$ cat config.mk
export PLATFORM = sky130hd
export DESIGN_NAME = gear_ecu_adder
export DESIGN_NICKNAME = d
export VERILOG_FILES = /design/src/rtl/gear_ecu_adder.sv
export SDC_FILE = /design/constraint.sdc
export NUM_CORES = 1
export LEC_CHECK = 0
export CORE_ASPECT_RATIO = 0.6
export CORE_MARGIN = 2
export CORE_UTILIZATION = 35
export DETAILED_ROUTE_END_ITERATION = 10
export HOLD_SLACK_MARGIN = 0.1
export SKIP_LAST_GASP = 1
export SYNTH_ARGS = -nofsm -noshare
export SYNTH_HDL_FRONTEND = slang
export SYNTH_SLANG_ARGS = --single-unit
$ cat constraint.sdc
create_clock -name clk -period 5.4 [get_ports clk]
set_input_delay 0.54 -clock clk [delete_from_list [all_inputs] [get_ports clk]]
set_output_delay 0.54 -clock clk [all_outputs]
set_load 0.005 [all_outputs]
$ cat src/rtl/gear_ecu_adder.sv
// Sequential GeAr adder: speculative sub-adders with error detection and
// optional bottom-up carry correction, one repair per cycle.
module gear_ecu_adder #(
  parameter int N = 16,
  parameter int R = 2,
  parameter int P = 6
) (
  input  logic                     clk,
  input  logic                     rst_n,
  input  logic                     in_valid,
  output logic                     in_ready,
  input  logic [N-1:0]             a,
  input  logic [N-1:0]             b,
  input  logic                     cin,
  input  logic                     mode,
  output logic                     out_valid,
  input  logic                     out_ready,
  output logic [N-1:0]             sum,
  output logic                     cout,
  output logic                     err,
  output logic [((((N-R-P)/R+1) > 1) ? $clog2((N-R-P)/R+1) : 1)-1:0] corr_cnt
);

  localparam int K  = (N - R - P) / R + 1;
  localparam int CW = (K > 1) ? $clog2(K) : 1;

  typedef enum logic [1:0] {
    IDLE = 2'd0,
    EVAL = 2'd1,
    HOLD = 2'd2
  } state_t;

  state_t         state_r, state_s;
  logic [N-1:0]   a_r, b_r;
  logic           cin_r, mode_r;
  logic [K-1:0]   cinj_r, cinj_s;
  logic [CW-1:0]  cnt_r, cnt_s;

  logic [N-1:0]   sum_s;
  logic           cout_s;
  logic [K-1:0]   err_vec_s;
  logic [K-1:0]   fix_s;
  logic [R+P:0]   win_s;
  logic           carry_prev_s;
  logic           sub_cin_s;

  // Speculative sub-adder array; carry_prev_s is the lower neighbour's carry out of its low R bits.
  always_comb begin
    sum_s        = {N{1'b0}};
    err_vec_s    = {K{1'b0}};
    win_s        = {(R+P+1){1'b0}};
    carry_prev_s = 1'b0;
    sub_cin_s    = 1'b0;
    for (int j = 0; j < K; j++) begin
      if (j == 0) begin
        sub_cin_s = cin_r;
      end else if (cinj_r[j]) begin
        sub_cin_s = carry_prev_s;
      end else begin
        sub_cin_s = 1'b0;
      end
      err_vec_s[j] = ~cinj_r[j] & (&(a_r[j*R +: P] ^ b_r[j*R +: P])) & carry_prev_s;
      win_s = {1'b0, a_r[j*R +: R+P]} + {1'b0, b_r[j*R +: R+P]}
            + {{(R+P){1'b0}}, sub_cin_s};
      if (j == 0) begin
        sum_s[R+P-1:0] = win_s[R+P-1:0];
      end else begin
        sum_s[j*R+P +: R] = win_s[P +: R];
      end
      // Carry into window bit R recovered from the sum bit, avoiding a second adder.
      carry_prev_s = win_s[R] ^ a_r[j*R+R] ^ b_r[j*R+R];
    end
    cout_s = win_s[R+P];
  end

  // Isolate the lowest flagged sub-adder for the next repair.
  always_comb begin
    fix_s = err_vec_s & (~err_vec_s + K'(1));
  end

  // Next-state and correction bookkeeping.
  always_comb begin
    state_s = state_r;
    cinj_s  = cinj_r;
    cnt_s   = cnt_r;
    case (state_r)
      IDLE: begin
        if (in_valid) begin
          state_s = EVAL;
        end else begin
          state_s = IDLE;
        end
      end
      EVAL: begin
        if (!mode_r || (err_vec_s == {K{1'b0}})) begin
          state_s = HOLD;
        end else begin
          cinj_s = cinj_r | fix_s;
          cnt_s  = cnt_r + CW'(1);
        end
      end
      HOLD: begin
        if (out_ready) begin
          state_s = IDLE;
        end else begin
          state_s = HOLD;
        end
      end
      default: begin
        state_s = IDLE;
      end
    endcase
  end

  // State, operand capture and registered outputs.
  always_ff @(posedge clk) begin
    if (!rst_n) begin
      state_r   <= IDLE;
      a_r       <= {N{1'b0}};
      b_r       <= {N{1'b0}};
      cin_r     <= 1'b0;
      mode_r    <= 1'b0;
      cinj_r    <= {K{1'b0}};
      cnt_r     <= {CW{1'b0}};
      sum       <= {N{1'b0}};
      cout      <= 1'b0;
      err       <= 1'b0;
      corr_cnt  <= {CW{1'b0}};
      out_valid <= 1'b0;
      in_ready  <= 1'b1;
    end else begin
      state_r   <= state_s;
      out_valid <= (state_s == HOLD);
      in_ready  <= (state_s == IDLE);
      if ((state_r == IDLE) && in_valid) begin
        a_r    <= a;
        b_r    <= b;
        cin_r  <= cin;
        mode_r <= mode;
        cinj_r <= {K{1'b0}};
        cnt_r  <= {CW{1'b0}};
      end else begin
        cinj_r <= cinj_s;
        cnt_r  <= cnt_s;
      end
      if ((state_r == EVAL) && (state_s == HOLD)) begin
        sum      <= sum_s;
        cout     <= cout_s;
        err      <= |err_vec_s;
        corr_cnt <= cnt_r;
      end
    end
  end

endmodule

==> results.sh <==
export IMPL_track_usage=0.1586
export IMPL_post_cts_resized=0
export IMPL_finalCriticalPeriod_ns=3.358
export IMPL_hold_violations=0
export IMPL_hold_end="a_r[5]$_SDFFE_PN0P_"
export IMPL_arrival_ns=3.62
export IMPL_via_per_inst=4.871
export IMPL_cts_setup_buffers=0
export IMPL_syn_area_mm2=0.003625
export IMPL_routabilityCongestion=0.8429
export IMPL_ys_warn_count=0
export IMPL_synth_largest_area_cell="dfxtp_1"
export IMPL_post_drt_wl_per_cell_um=13.71
export IMPL_ys_seq_area_frac=0.3645
export IMPL_portBuffers=60
export IMPL_antenna_found_initial=0
export IMPL_worstSetupPathType="reg -> reg"
export IMPL_p_leak_nw=1.864
export IMPL_synthCells=431
export IMPL_period_share=0.6219
export IMPL_n_fill_cell=979
export IMPL_place_inst=605
export IMPL_area_growth_syn_to_layout_pct=26.89
export IMPL_cts_tree="built"
export IMPL_die_w_um=135.4
export IMPL_htreeDepth=3
export IMPL_clkPwrFrac=0.434
export IMPL_cap_violations=0
export IMPL_synth_seq_cells=66
export IMPL_syn_mean_instance_area_um2=8.410
export IMPL_p_switching_w=0.0003390
export IMPL_crit_start="a_r[0]$_SDFFE_PN0P_"
export IMPL_finClkSkew_ns=0.006021
export IMPL_slew_viol_final=0
export IMPL_core_area_mm2=0.009950
export IMPL_synth_fp_nets=487
export IMPL_root_buffer="clkbuf_16"
export IMPL_ioPinCount=61
export IMPL_routed_wl_mm=8.516
export IMPL_finalSetupTns_ns=0
export IMPL_dr_first_iter_drc_count=130
export IMPL_numClockSinks=66
export IMPL_yosys_most_used_dff="dfxtp_1"
export IMPL_p_sw_frac=0.2590
export IMPL_vias=3025
export IMPL_hold_depth=2
export IMPL_grt_overflow=0
export IMPL_timing_rr_end="sum[8]$_SDFFE_PN0P_"
export IMPL_utilization=0.4623
export IMPL_status="finished, final reports clean"
export IMPL_p_comb_frac=0.161
export IMPL_fmax_mhz=297.8
export IMPL_cts_buffers=9
export IMPL_grt_pass1_wl_mm=13.99
export IMPL_final_antenna_net_count=0
export IMPL_cp_start_kind="flop"
export IMPL_die_area_mm2=0.01121
export IMPL_nets=537
export IMPL_rows=28
export IMPL_crit_fanout=26
export IMPL_clk_pin_slew_ns=0.06
export IMPL_rsz0062_at_grt="no"
export IMPL_stdcell_area_mm2=0.004599
export IMPL_grt_pass1_vias=2816
export IMPL_cts_hold_buf=0
export IMPL_grt_start_max_net_pins=63
export IMPL_final_cells=621
export IMPL_cp_end_kind="flop"
export IMPL_rr_startpoint="a_r[0]$_SDFFE_PN0P_"
export IMPL_max_slew_margin=0.6389
export IMPL_cp_required_ns=5.66
export IMPL_ys_types=53
export IMPL_dieHeight_um=82.83
export IMPL_worst_slew_pin_slew_ns=0.5378
export IMPL_setup_violations=0
export IMPL_p_int_w=0.0009696
export IMPL_p_total_w=0.001309
export IMPL_layout_drive_gt1_share=0.05144
export IMPL_synth_top_area_frac=0.3645
export IMPL_seqPwrFrac=0.405
export IMPL_clkLatencyLatePin_ns=0.33
export IMPL_synth_most_common_cell="nand2_1"
export IMPL_cts_max_path_buffers=2
export IMPL_hp_start="a_r[5]$_SDFFE_PN0P_"
export IMPL_synth_async_reset_ratio=0
export IMPL_diodes=0
export IMPL_firstDrtPassIters=4
export IMPL_start_util=0.3643
export IMPL_place_hpwl_mm=6.343
export IMPL_yosys_top_cells_count="nand2_1, dfxtp_1, a21boi_0"
export IMPL_hp_class="reg -> reg"
export IMPL_route_detailed_drc=0
export IMPL_synth_edff_count=0
export IMPL_reg2reg_slack_ns=2.04
export IMPL_power_density_mw_per_mm2=284.5
export IMPL_dpl_cell_area_mm2=0.004312
export IMPL_synth_area_leaders="dfxtp_1, nand2_1, a21boi_0, ha_1, mux2i_1"
export IMPL_reg2reg_depth=13
export IMPL_ir_worst_vdd_mv=0.1688
## sequential cells by signal, summed over array words and instances (netlist names)
register,count
err,1
a_r,16
in_ready,1
mode_r,1
sum,16
cin_r,1
cinj_r,4
cnt_r,3
cout,1
corr_cnt,3
state_r,2
out_valid,1
b_r,16
## layout make-up
class	instances	area, µm²	share of cell area
flip-flops and latches	66	1321	0.2873
well taps	135	168.9	0.03672
inverters	11	41.29	0.008977
clock buffers	11	232.7	0.05060
clock inverters	5	55.05	0.01197
multi-input cells	330	2157	0.4690
repair buffers	63	623.1	0.1355
## cells in the final DEF, fill, tap and decap left out, types with 3 or more instances in the layout
master	n
nor3_1	10
dfxtp_1	66
inv_1	11
buf_4	3
nand3_1	6
nor2b_1	11
nand2_1	95
a21oi_1	16
clkbuf_16	9
nand4_1	3
xnor2_1	10
clkdlybuf4s50_1	60
nand2b_1	3
o22ai_1	3
xor2_1	9
mux2i_1	15
a21boi_0	37
o21a_1	4
a21boi_1	5
a21o_1	10
o21ai_0	15
ha_1	16
and2_1	4
nor2_1	21
## worst max-delay path, cell delays in order, from the launching register on
cell and delay [ns]:
dfxtp_1 0.33, inv_1 0.06, fa_1 0.44, inv_1 0.08, fa_1 0.23, xor3_1 0.27, o21a_1 0.26, mux2i_1 0.28
o211ai_1 0.17, o21ai_1 0.24, nand3_4 0.18, nor2_8 0.39, nand2_1 0.16, o22ai_1 0.19
## per-layer routing
layer  GRT usage  vias up  routed length [µm]
li1            -     1586                   -
met1      0.2459     1368                4833
met2      0.2081       65                3185
met3     0.04396        6                 439
met4     0.04830        0                  58
met5           0        -                   0
## cell families after synthesis
family                     count (synthesis)  share of synthesized area
xor gates and xnor gates                  22                    0.06524
DFF                                       66                     0.3645
and+or+nand+nor                          167                     0.2147
adders and majority gates                 18                    0.06628
muxes                                     15                    0.04142
AOI/OAI and AO/OA                        108                     0.2075
buffers and inverters                     35                    0.04038
## worst max-delay path by stage
stage,end,slack (ns)
2_1_floorplan,cnt_r[2]$_SDFFE_PP0P_,2.33
3_3_place_gp,sum[12]$_SDFFE_PN0P_,2.16
3_5_place_dp,sum[12]$_SDFFE_PN0P_,2.03
4_1_cts,sum[12]$_SDFFE_PN0P_,2.02
5_1_grt,sum[8]$_SDFFE_PN0P_,1.74
6_report,sum[8]$_SDFFE_PN0P_,2.04
## through the flow
step                      hold slack, ns  worst slack, ns
after detailed placement          0.4623            2.027
final                             0.4662            2.042
after global placement            0.4585            2.164
after global routing              0.4872            1.739
after CTS                         0.4701            2.016
after floorplan                   0.4435            2.326
## power groups by stage
stage               clock, W  combinational, W  sequential (W)
finish              0.000568          0.000210        0.000530
global placement           0          0.000208        0.000540
detailed placement         0          0.000210        0.000541
floorplan                  0          0.000134        0.000536
CTS                 0.000578          0.000212        0.000531
global route        0.000606          0.000233        0.000534
Note: power is estimated with default switching activity, not from simulation.
